### src/rtl/led_scanner_if.sv
// rtl/led_scanner_if.sv - control and display bundle between board switches and the LED scanner
//
// Purpose:
//   Groups the scanner's user controls and display outputs so the top level
//   can pass them as one port.
//
// Signals:
//   speed  [1:0]           sweep speed select (00 slowest, 01 mid, 1x fastest)
//   mode   [1:0]           00 bounce, 01 wrap up, 10 wrap down, 11 bar
//   pause                  1 freezes position and direction
//   LEDR   [NUM_LEDS-1:0]  registered LED drive
//   pos    [POS_W-1:0]     registered head index
//   step                   one-cycle pulse when pos takes a new value
//
// Modports:
//   master  drives the controls and observes the display (switches / testbench)
//   slave   the scanner itself
interface led_scanner_if #(
  parameter int NUM_LEDS = 10
);
  localparam int POS_W = $clog2(NUM_LEDS);

  logic [1:0]          speed;
  logic [1:0]          mode;
  logic                pause;
  logic [NUM_LEDS-1:0] LEDR;
  logic [POS_W-1:0]    pos;
  logic                step;

  modport master (
    output speed,
    output mode,
    output pause,
    input  LEDR,
    input  pos,
    input  step
  );

  modport slave (
    input  speed,
    input  mode,
    input  pause,
    output LEDR,
    output pos,
    output step
  );
endinterface

### src/rtl/led_scanner.sv
// rtl/led_scanner.sv - moving-light LED scanner with speed, sweep modes, pause and dimmed trail
//
// Purpose:
//   Moves a single lit head across NUM_LEDS outputs. A free-running prescaler
//   produces a clock-enable tick whose period is selected by speed; on each
//   tick (unless paused) the head advances according to mode. In the non-bar
//   modes the previous head position glows at 25 % duty as a trail.
//
// Parameters:
//   NUM_LEDS         number of LED outputs (2..32)
//   DIV_POW_FASTEST  tick period exponent at the fastest speed
//   DIV_POW_SLOWEST  tick period exponent at the slowest speed (> fastest, >= 2)
//   TAIL_EN          1 shows the dimmed trail, 0 hides it
//
// Ports:
//   CLOCK_50  sole clock, rising edge
//   RESET_N   asynchronous active-low reset
//   sc        led_scanner_if.slave: speed/mode/pause in, LEDR/pos/step out
module led_scanner #(
  parameter int NUM_LEDS        = 10,
  parameter int DIV_POW_FASTEST = 10,
  parameter int DIV_POW_SLOWEST = 26,
  parameter bit TAIL_EN         = 1'b1
) (
  input  logic           CLOCK_50,
  input  logic           RESET_N,
  led_scanner_if.slave   sc
);

  localparam int POS_W       = $clog2(NUM_LEDS);
  localparam int PRE_W       = DIV_POW_SLOWEST;
  localparam int DIV_POW_MID = (DIV_POW_FASTEST + DIV_POW_SLOWEST) / 2;

  localparam logic [POS_W-1:0] POS_MAX    = POS_W'(NUM_LEDS - 1);
  localparam logic [POS_W-1:0] POS_MAX_M1 = POS_W'(NUM_LEDS - 2);
  localparam logic [POS_W-1:0] POS_ONE    = POS_W'(1);

  // Masks selecting the low E prescaler bits for each speed setting.
  localparam logic [PRE_W-1:0] MASK_SLOW = {PRE_W{1'b1}};
  localparam logic [PRE_W-1:0] MASK_MID  = {PRE_W{1'b1}} >> (PRE_W - DIV_POW_MID);
  localparam logic [PRE_W-1:0] MASK_FAST = {PRE_W{1'b1}} >> (PRE_W - DIV_POW_FASTEST);

  localparam logic [1:0] SPEED_SLOW = 2'b00;
  localparam logic [1:0] SPEED_MID  = 2'b01;

  localparam logic [1:0] MODE_BOUNCE    = 2'b00;
  localparam logic [1:0] MODE_WRAP_UP   = 2'b01;
  localparam logic [1:0] MODE_WRAP_DOWN = 2'b10;
  localparam logic [1:0] MODE_BAR       = 2'b11;

  localparam logic [NUM_LEDS-1:0] LEDR_RESET = {{(NUM_LEDS-1){1'b0}}, 1'b1};

  // Registered state
  logic [PRE_W-1:0]    prescaler_q, prescaler_d;
  logic [POS_W-1:0]    pos_q, pos_d;
  logic [POS_W-1:0]    prev_q, prev_d;
  logic                dir_q, dir_d;
  logic                step_q, step_d;
  logic [NUM_LEDS-1:0] ledr_q, ledr_d;

  // Combinational helpers
  logic [PRE_W-1:0]    tick_mask;
  logic                tick;
  logic                advance;
  logic                tail_on;

  // ---------------------------------------------------------------------------
  // Prescaler and tick. The counter never pauses and is not disturbed by
  // speed changes; a speed change simply moves which low bits must be all
  // ones, so the first tick after a change may come early.
  // ---------------------------------------------------------------------------
  always_comb begin
    prescaler_d = prescaler_q + PRE_W'(1);

    case (sc.speed)
      SPEED_SLOW: tick_mask = MASK_SLOW;
      SPEED_MID:  tick_mask = MASK_MID;
      default:    tick_mask = MASK_FAST;
    endcase

    // Bits outside the mask are forced high so only the low E bits decide.
    tick    = &(prescaler_q | ~tick_mask);
    advance = tick & ~sc.pause;
  end

  // ---------------------------------------------------------------------------
  // Head movement. Mode is evaluated at each advance against the current
  // pos/dir, so switching modes mid-sweep continues from where the head is.
  // Only the wrap modes overwrite dir.
  // ---------------------------------------------------------------------------
  always_comb begin
    pos_d  = pos_q;
    dir_d  = dir_q;
    prev_d = prev_q;
    step_d = 1'b0;

    if (advance) begin
      step_d = 1'b1;
      prev_d = pos_q;

      case (sc.mode)
        MODE_WRAP_UP: begin
          dir_d = 1'b1;
          pos_d = (pos_q == POS_MAX) ? '0 : pos_q + POS_ONE;
        end

        MODE_WRAP_DOWN: begin
          dir_d = 1'b0;
          pos_d = (pos_q == '0) ? POS_MAX : pos_q - POS_ONE;
        end

        default: begin
          // Bounce and bar: reflect at the ends in the same advance, so the
          // end LED is lit for exactly one tick.
          if (dir_q) begin
            if (pos_q == POS_MAX) begin
              dir_d = 1'b0;
              pos_d = POS_MAX_M1;
            end else begin
              pos_d = pos_q + POS_ONE;
            end
          end else begin
            if (pos_q == '0) begin
              dir_d = 1'b1;
              pos_d = POS_ONE;
            end else begin
              pos_d = pos_q - POS_ONE;
            end
          end
        end
      endcase
    end
  end

  // ---------------------------------------------------------------------------
  // LED pattern from the registered state, registered once more. The trail
  // uses prescaler bits [1:0] for its 1-in-4 duty; before the first advance
  // prev equals pos, so no trail is drawn.
  // ---------------------------------------------------------------------------
  always_comb begin
    tail_on = TAIL_EN && (prev_q != pos_q) && (prescaler_q[1:0] == 2'b00);
    ledr_d  = '0;

    for (int i = 0; i < NUM_LEDS; i++) begin
      if (sc.mode == MODE_BAR) begin
        ledr_d[i] = (i <= int'(pos_q));
      end else begin
        ledr_d[i] = (POS_W'(i) == pos_q) || (tail_on && (POS_W'(i) == prev_q));
      end
    end
  end

  always_ff @(posedge CLOCK_50 or negedge RESET_N) begin
    if (!RESET_N) begin
      prescaler_q <= '0;
      pos_q       <= '0;
      dir_q       <= 1'b1;
      prev_q      <= '0;
      step_q      <= 1'b0;
      ledr_q      <= LEDR_RESET;
    end else begin
      prescaler_q <= prescaler_d;
      pos_q       <= pos_d;
      dir_q       <= dir_d;
      prev_q      <= prev_d;
      step_q      <= step_d;
      ledr_q      <= ledr_d;
    end
  end

  assign sc.LEDR = ledr_q;
  assign sc.pos  = pos_q;
  assign sc.step = step_q;

endmodule

### src/flat_wrapper.sv
// flat-port wrapper written by rule: the top's interface ports become plain ports
module led_scanner_flat 
#(
  parameter int NUM_LEDS        = 10,
  parameter int DIV_POW_FASTEST = 10,
  parameter int DIV_POW_SLOWEST = 26,
  parameter bit TAIL_EN         = 1'b1
)
  (CLOCK_50, RESET_N, sc_speed, sc_mode, sc_pause, sc_LEDR, sc_pos, sc_step);
  led_scanner_if #(.NUM_LEDS(NUM_LEDS)) sc_i ();
  input  logic CLOCK_50;
  input  logic RESET_N;
  input wire logic [$bits(sc_i.speed)-1:0] sc_speed;
  input wire logic [$bits(sc_i.mode)-1:0] sc_mode;
  input wire logic [$bits(sc_i.pause)-1:0] sc_pause;
  output wire logic [$bits(sc_i.LEDR)-1:0] sc_LEDR;
  output wire logic [$bits(sc_i.pos)-1:0] sc_pos;
  output wire logic [$bits(sc_i.step)-1:0] sc_step;
  assign sc_i.speed = sc_speed;
  assign sc_i.mode = sc_mode;
  assign sc_i.pause = sc_pause;
  assign sc_LEDR = sc_i.LEDR;
  assign sc_pos = sc_i.pos;
  assign sc_step = sc_i.step;
  led_scanner #(.NUM_LEDS(NUM_LEDS), .DIV_POW_FASTEST(DIV_POW_FASTEST), .DIV_POW_SLOWEST(DIV_POW_SLOWEST), .TAIL_EN(TAIL_EN)) u_core (.CLOCK_50(CLOCK_50), .RESET_N(RESET_N), .sc(sc_i));
endmodule
### config.mk
export PLATFORM = sky130hd
export DESIGN_NAME = led_scanner_flat
export DESIGN_NICKNAME = d
export VERILOG_FILES = /design/src/rtl/led_scanner_if.sv /design/src/rtl/led_scanner.sv /design/src/flat_wrapper.sv
export SDC_FILE = /design/constraint.sdc
export NUM_CORES = 1
export LEC_CHECK = 0
export CORE_MARGIN = 5
export CORE_UTILIZATION = 45
export CTS_BUF_LIST = sky130_fd_sc_hd__clkbuf_16
export CTS_CLUSTER_DIAMETER = 30
export CTS_CLUSTER_SIZE = 24
export DETAILED_ROUTE_END_ITERATION = 10
export PLACE_DENSITY = 0.73
export RECOVER_POWER = 100
export SYNTH_ARGS = -nofsm -noshare
export SYNTH_HDL_FRONTEND = slang
export SYNTH_SLANG_ARGS = --single-unit
### constraint.sdc
create_clock -name CLOCK_50 -period 6.8 [get_ports CLOCK_50]
set_clock_uncertainty 0.2 [all_clocks]
set_input_delay 1.36 -clock CLOCK_50 [delete_from_list [all_inputs] [get_ports CLOCK_50]]
set_output_delay 1.36 -clock CLOCK_50 [all_outputs]
set_load 0.01 [all_outputs]
==> results.md, run 1 <==
Synth
* **XOR/XNOR share of the synthesized area** 11.0%
* **number of distinct library cell variants in the gate-level netlist after synthesis** 42
* **most common flop cell mapped by yosys** dfrtp_1
* **gate count of the mapped netlist** 236
* **mapped cell area** 2380 um2
* **fraction of synthesis flops using an asynchronous set or reset pin** 100%
* **compound-cell area share of the yosys netlist** 12.5%
* **average footprint of a synthesized cell** 10.1 um2
* **combinational family with the most area after synthesis** simple AND/OR/NAND/NOR gates
* **Post-Synth Simple-Gate Area** 18.4%
* **Seq/Total Area, Yosys** 48.5%
* **mux contribution to synthesized area** 0.842%
* **adder and majority gate portion of the synthesized area** 5.26%
* **flops & latches, synth** 46
* **number of synthesized flops with an enable pin** 0
* **Synth Warn #** 0
* **net count after synthesis** 253

Clocking
* **Setup Fix Bufs, Post-CTS** 0
* **number of buffers inserted for hold repair after clock tree synthesis** 0
* **clk sink count** 46
* **Clock Tree Buf Depth** 2
* **post-cts resize count** 0
* **level count of the clock H-tree** 2
* **cts bufs inserted** 5
* **clock latency reported for the late side of the worst-skew pair** 0.28 ns
* **master cell of the clock root buffer** clkbuf_16
* **TritonCTS clock tree** done
* **clock slew at the register clock pins of the worst setup and hold paths** 0.06 ns

Final layout
* **Layout Nets** 273
* **fin cells** 327
* **post-route cell area** 2780 um2
* **Layout Area Growth over Synthesis** 16.9%
* **most common cell after layout, fill and taps aside** dfrtp_1
* **layout cells sized above 1** 3.50%
* **Storage cell area** 1150 um2
* **number of fill cells in the layout** 449
* **area taken by multi-input logic gates** 1120 um2
* **Inserted Diodes** 0
* **most frequent cells in the layout** dfrtp_1, nand2_1, nor2_1, xnor2_1, dlygate4sd3_1

Timing
* **final hold slack** 0.269 ns
* **post-route fraction of the period consumed by the critical path** 48.8%
* **measured slew at the worst slew-check pin** 2.35 ns
* **tightest slew margin relative to the limit** -56.5%
* **unrepaired setup endpoints after global routing** false
* **Fmax** 301 MHz
* **final setup fails** 0
* **time the worst path needs with I/O delays and setup** 3.32 ns
* **final count of pins violating max slew** 47
* **final hold viol count** 0
* **aggregate negative setup slack** 0 ns

Detailed routing
* **number of design rule violations left after detail routing** 0
* **aggregate routed wire length** 4.54 mm
* **DR iter-0 viols** 143
* **detailed-route vias per instance** 5.31
* **detail-routed net length per standard cell** 13.9 um
* **count of nets left with antenna violations after detail routing** 0
* **DR pass1 iterations** 4
* **via count** 1,738

Placement
* **routability congestion estimate** 0.818
* **total cell area at the placement stage** 2640 um2
* **Placed Instances** 319
* **quantity of I/O buffers inserted on ports** 21
* **half-perimeter wire length of the detailed placement result** 3.14 mm

Critical path
* **slowest cell on the critical path** clkbuf_1
* **worst path buffer plus inverter count** 1
* **Worst Setup End Kind** asynchronous set/reset pin
* **Worst EP arrival** 3.02 ns
* **delay contributed by the slowest stage of the critical path** 1.64 ns
* **Startpoint Class** input port
* **series of cell instances along the critical path** clkbuf_1
* **maximum fanout count along the critical path** 46
* **required time reported for the critical path endpoint** 6.50 ns
* **gate family responsible for the most delay along the worst path** buffers and inverters
* **crit path kind** input port to asynchronous set/reset pin

Power
* **switching part of the total** 19.8%
* **part of the power in the clock network** 47.6%
* **switching power summed over all nets** 0.113 mW
* **static leakage power** 1.27 nW
* **relative contribution of sequential cells to total power** 48.4%
* **internal power** 0.456 mW
* **part of the total power dissipated in combinational logic** 3.9%
* **Worst VDD drop** 0.135 mV
* **power density cells** 204 nW/um2
* **Overall Power** 0.568 mW

Floorplanning
* **number of standard-cell rows in the floorplan** 26
* **I/O pins** 22
* **die area** 6840 um2
* **Die Width** 82.7 um
* **initial core utilization** 46.6%
* **die extent in y** 82.7 um
* **placeable core region** 5110 um2

Global route
* **overall fraction of global-route tracks in use** 15.0%
* **maximum number of pins on one net before global-route repair** 47
* **GR Overflow Total** 0
* **global-route wire length before repair** 7.81 mm
* **antenna violations before repair** 0
* **vias in the first global route** 1,684

Hold path
* **worst min-delay path category** flop to flop

Run
* **max cap viols** 1

Run status
* **run status** finished, violations left
* **failing checks** capacitance limit, slew limit

## synth_stat cells, types with 3 or more instances
master | instances | share of area (%)
nor2_1 | 18 | 2.8
ha_1 | 10 | 5.3
a21oi_1 | 7 | 1.5
xnor2_1 | 18 | 6.6
nor3_1 | 5 | 1.1
inv_1 | 14 | 2.2
xor2_1 | 12 | 4.4
or3_1 | 3 | 0.79
nand2b_1 | 6 | 1.6
a211oi_1 | 3 | 0.95
dfrtp_1 | 44 | 46
a22oi_1 | 3 | 0.95
nand2_1 | 23 | 3.6
o21ai_0 | 9 | 1.9
o22ai_1 | 4 | 1.1
and3_1 | 3 | 0.79
nand3_1 | 10 | 2.1
clkbuf_1 | 8 | 1.3
## final timing paths
kind                                                        from                          endpoint  slack [ns]  cells after the start
worst min-delay path            u_core.prescaler_q[11]$_DFF_PN0_  u_core.prescaler_q[11]$_DFF_PN0_        0.27                      1
worst max-delay path                                     RESET_N       u_core.sc.LEDR[6]$_DFF_PN0_        3.48                      1
worst min register to register  u_core.prescaler_q[11]$_DFF_PN0_  u_core.prescaler_q[11]$_DFF_PN0_        0.27                      1
worst max register to register      u_core.sc.pos[0]$_DFFE_PN0P_      u_core.sc.pos[3]$_DFFE_PN0P_        4.12                      6
min in group asynchronous                                RESET_N   u_core.prescaler_q[6]$_DFF_PN0_        1.58                      1
max in group CLOCK_50               u_core.sc.pos[2]$_DFFE_PN0P_                         sc_pos[2]        3.59                      1
## worst reg2reg max path: stages, from the launching register on
cell,delay [ns]
dfrtp_1,0.53
inv_1,0.27
ha_1,0.30
nor3b_1,0.63
o32ai_1,0.19
a311oi_1,0.32
a21oi_1,0.11
## layout make-up
class | instances | area share (%)
multi-input cells | 168 | 40.1
well taps | 70 | 3.15
inverters | 14 | 1.89
clock inverters | 3 | 1.49
clock buffers | 5 | 4.50
flip-flops and latches | 46 | 41.5
repair buffers | 21 | 7.34
## metal layers
metal  vias up  part of all wire (%)  track usage, %
met5         -                     0               0
met4         0                   1.7            5.72
met3         6                   5.2            3.58
met2        38                    44            23.1
met1       836                    49            20.4
li1        858                     -               -
## metrics by stage
| stage | worst slack, ns | util, % |
|---|---|---|
| after floorplan | 4.09 | - |
| after global placement | 3.46 | 51.7 |
| after detailed placement | 3.42 | 51.7 |
| after CTS | 3.62 | 55.0 |
| after global routing | 2.86 | 54.4 |
| final | 3.48 | 54.4 |
## flip-flops by register name (all words and copies together), names as in the netlist
name / count
u_core.prescaler_q: 26
u_core.sc.LEDR: 10
u_core.prev_q: 4
u_core.sc.pos: 4
u_core.dir_q: 1
u_core.sc.step: 1
## power by group through the flow
| stage | registers (mW) | logic (mW) | clock network (mW) |
|---|---|---|---|
| 2_1_floorplan | 0.281 | 0.00953 | 0 |
| 3_3_place_gp | 0.280 | 0.0234 | 0 |
| 3_5_place_dp | 0.280 | 0.0236 | 0 |
| 4_1_cts | 0.275 | 0.0238 | 0.275 |
| 5_1_grt | 0.275 | 0.0262 | 0.286 |
| 6_report | 0.275 | 0.0224 | 0.271 |
## cells by family (layout without fill, tap and decap cells)
kind of cell,count (synthesis),in the layout
flip-flops,46,46
AO/OA/AOI/OAI,44,44
adder cells (fa/ha/maj),10,10
AND/OR/NAND/NOR,82,82
multiplexers,2,2
buffers and inverters,22,43
XOR/XNOR,30,30
No activity file was read; power rests on OpenSTA's default activity.
==> run 2, diff against run 1 <==
--- a/config.mk
+++ b/config.mk
@@ -11,7 +11,7 @@
 export CTS_CLUSTER_DIAMETER = 30
 export CTS_CLUSTER_SIZE = 24
 export DETAILED_ROUTE_END_ITERATION = 10
-export PLACE_DENSITY = 0.73
+export PLACE_DENSITY = 0.75
 export RECOVER_POWER = 100
 export SYNTH_ARGS = -nofsm -noshare
 export SYNTH_HDL_FRONTEND = slang
==> constraint.sdc (replaced) <==
create_clock -name CLOCK_50 -period 3 [get_ports CLOCK_50]
set_clock_uncertainty 0.2 [all_clocks]
set_input_delay 0.6 -clock CLOCK_50 [delete_from_list [all_inputs] [get_ports CLOCK_50]]
set_output_delay 0.6 -clock CLOCK_50 [all_outputs]
set_load 0.01 [all_outputs]
==> results.md, run 2 (synthesis gave the netlist of run 1 again) <==
Detailed routing
* **aggregate routed wire length** 4.71 mm, +3.7%
* **detail-routed net length per standard cell** 14.2 um, +2.1%
* **number of design rule violations left after detail routing** 0, unchanged
* **via count** 1,763, +1.4%
* **detailed-route vias per instance** 5.31, about the same
* **count of nets left with antenna violations after detail routing** 0, unchanged
* **DR iter-0 viols** 90, -37%
* **DR pass1 iterations** 4, unchanged

Floorplanning
* **I/O pins** 22, unchanged
* **Die Width** 82.7 um, unchanged
* **placeable core region** 5110 um2, unchanged
* **number of standard-cell rows in the floorplan** 26, unchanged
* **die area** 6840 um2, unchanged
* **die extent in y** 82.7 um, unchanged
* **initial core utilization** 46.6%, unchanged

Final layout
* **most common cell after layout, fill and taps aside** dfrtp_1
* **Most flops, register** u_core.prescaler_q
* **layout cells sized above 1** 4.58%, +1.1 points
* **most frequent cells in the layout** dfrtp_1, nand2_1, nor2_1, xnor2_1, inv_1
* **fin cells** 332, +1.5%
* **Layout Area Growth over Synthesis** 17.2%
* **Layout Nets** 278, +1.8%
* **flip-flop count of the largest register after layout** 26, unchanged
* **Inserted Diodes** 0, unchanged
* **number of fill cells in the layout** 474, +5.6%

Power
* **Worst VDD drop** 0.281 mV, +110%
* **switching power summed over all nets** 0.265 mW, +130%
* **static leakage power** 1.28 nW, +0.84%
* **part of the total power dissipated in combinational logic** 4.3%, +0.4 points
* **power density cells** 436 nW/um2, +110%
* **switching part of the total** 21.8%, +2.0 points
* **part of the power in the clock network** 44.3%, -3.3 points
* **relative contribution of sequential cells to total power** 51.4%, +3.0 points
* **internal power** 0.950 mW, +110%
* **Overall Power** 1.21 mW, +110%

Timing
* **unrepaired setup endpoints after global routing** false
* **final count of pins violating max slew** 0, -100%
* **post-route fraction of the period consumed by the critical path** 85.0%
* **final setup slack of the worst path** 0.449 ns, -3.03 ns
* **final hold viol count** 0, unchanged
* **aggregate negative setup slack** 0 ns, unchanged
* **final hold slack** 0.263 ns, -0.00604 ns
* **time the worst path needs with I/O delays and setup** 2.55 ns
* **Fmax** 392 MHz
* **tightest slew margin relative to the limit** 24.9%, +81 points
* **final setup fails** 0, unchanged
* **measured slew at the worst slew-check pin** 1.13 ns, -1.22 ns

Placement
* **half-perimeter wire length of the detailed placement result** 3.37 mm, +7.3%
* **pre-CTS worst setup slack** 0.366 ns, -3.05 ns
* **Placed Instances** 324, +1.6%
* **routability congestion estimate** 0.894, +9.3%
* **quantity of I/O buffers inserted on ports** 21, unchanged

Clocking
* **cts bufs inserted** 5, unchanged
* **post-cts resize count** 0, unchanged
* **TritonCTS clock tree** done
* **clock latency reported for the late side of the worst-skew pair** 0.29 ns, about the same
* **Setup Fix Bufs, Post-CTS** 0, unchanged
* **Clock Tree Buf Depth** 2, unchanged
* **number of buffers inserted for hold repair after clock tree synthesis** 0, unchanged
* **clock slew at the register clock pins of the worst setup and hold paths** 0.06 ns, about the same
* **clk sink count** 46, unchanged
* **master cell of the clock root buffer** clkbuf_16
* **level count of the clock H-tree** 2, unchanged

Critical path
* **delay contributed by the slowest stage of the critical path** 0.38 ns, -1.26 ns
* **maximum fanout count along the critical path** 8, -83%
* **crit path kind** flop to flop
* **Worst Setup End Kind** flop
* **slowest cell on the critical path** dfrtp_1
* **series of cell instances along the critical path** ha_1 > nand3_1 > nor3_1 > nand4b_1 > clkbuf_1 > or3_1 > o21ai_0
* **worst reg2reg setup slack** 0.45 ns, -3.67 ns
* **Worst EP arrival** 2.55 ns, -0.47 ns
* **required time reported for the critical path endpoint** 3.00 ns, -3.50 ns
* **Startpoint Class** flop

Global route
* **global-route wire length before repair** 7.99 mm, +2.3%
* **antenna violations before repair** 0, unchanged
* **vias in the first global route** 1,728, +2.6%
* **overall fraction of global-route tracks in use** 15.2%, +0.27 points
* **GR Overflow Total** 0, unchanged
* **maximum number of pins on one net before global-route repair** 27, -43%

Run status
* **run status** finished clean

Hold path
* **worst min-delay path category** flop to flop

Run
* **max cap viols** 0, -1

==> run 2: cell types whose count changed in the layout (fill, tap and decap cells not counted) <==
cell             change
buf_4                +2
clkbuf_2             +1
inv_6                +1
clkbuf_1             +2
clkinvlp_4           -1
bufinv_16            -1
clkinv_1             +1
nand3_1              -1
clkdlybuf4s50_1      +3
dlygate4sd3_1        -3
nand3_2              +1
==> run 2: through the flow <==
step	util, %	area [um2]
3_5_place_dp	52.4	2680
3_3_place_gp	52.4	2680
4_1_cts	55.2	2820
5_1_grt	54.6	2790
2_1_floorplan	-	2380
6_report	54.6	2790
==> run 2: layout make-up <==
class,instances,area [um2],share of cell area [%]
inverter,14,52.6,1.89
tap,70,87.6,3.14
sequential,46,1150,41.4
multi-input combinational,168,1120,40.2
timing repair buffer,26,231,8.30
clock inverter,3,16.3,0.583
clock buffer,5,125,4.49
==> run 2: layer usage <==
layer / vias to the layer above / global-route usage (%) / wire length (um)
li1: 872 / - / -
met1: 850 / 20.2 / 2290
met2: 35 / 24.0 / 2130
met3: 6 / 4.56 / 224
met4: 0 / 4.58 / 63
met5: - / 0 / 0
==> run 2: critical path: cells and delay by family (launching register included) <==
family	cells	cell delay, ns
AND/OR/NAND/NOR	4	1.33
flip-flops	1	0.38
buffers and inverters	1	0.27
adder cells (fa/ha/maj)	1	0.20
AO/OA/AOI/OAI	1	0.08
==> run 2: path summary, 6_finish.rpt <==
kind | start | end | cells after the start
setup / recovery | u_core.prescaler_q[1]$_DFF_PN0_ | u_core.sc.pos[0]$_DFFE_PN0P_ | 7
hold / removal | u_core.prescaler_q[24]$_DFF_PN0_ | u_core.prescaler_q[24]$_DFF_PN0_ | 1
setup reg to reg | u_core.prescaler_q[1]$_DFF_PN0_ | u_core.sc.pos[0]$_DFFE_PN0P_ | 7
hold reg to reg | u_core.prescaler_q[24]$_DFF_PN0_ | u_core.prescaler_q[24]$_DFF_PN0_ | 1
max in group asynchronous | RESET_N | u_core.sc.LEDR[3]$_DFF_PN0_ | 2
min in group asynchronous | RESET_N | u_core.prescaler_q[13]$_DFF_PN0_ | 1
==> run 2: power groups by stage <==
stage | sequential, mW | combinational (mW) | clock, mW
after floorplan | 0.637 | 0.0216 | 0
after global placement | 0.636 | 0.0536 | 0
after detailed placement | 0.636 | 0.0548 | 0
after CTS | 0.624 | 0.0548 | 0.555
after global routing | 0.624 | 0.0599 | 0.581
final | 0.624 | 0.0521 | 0.539
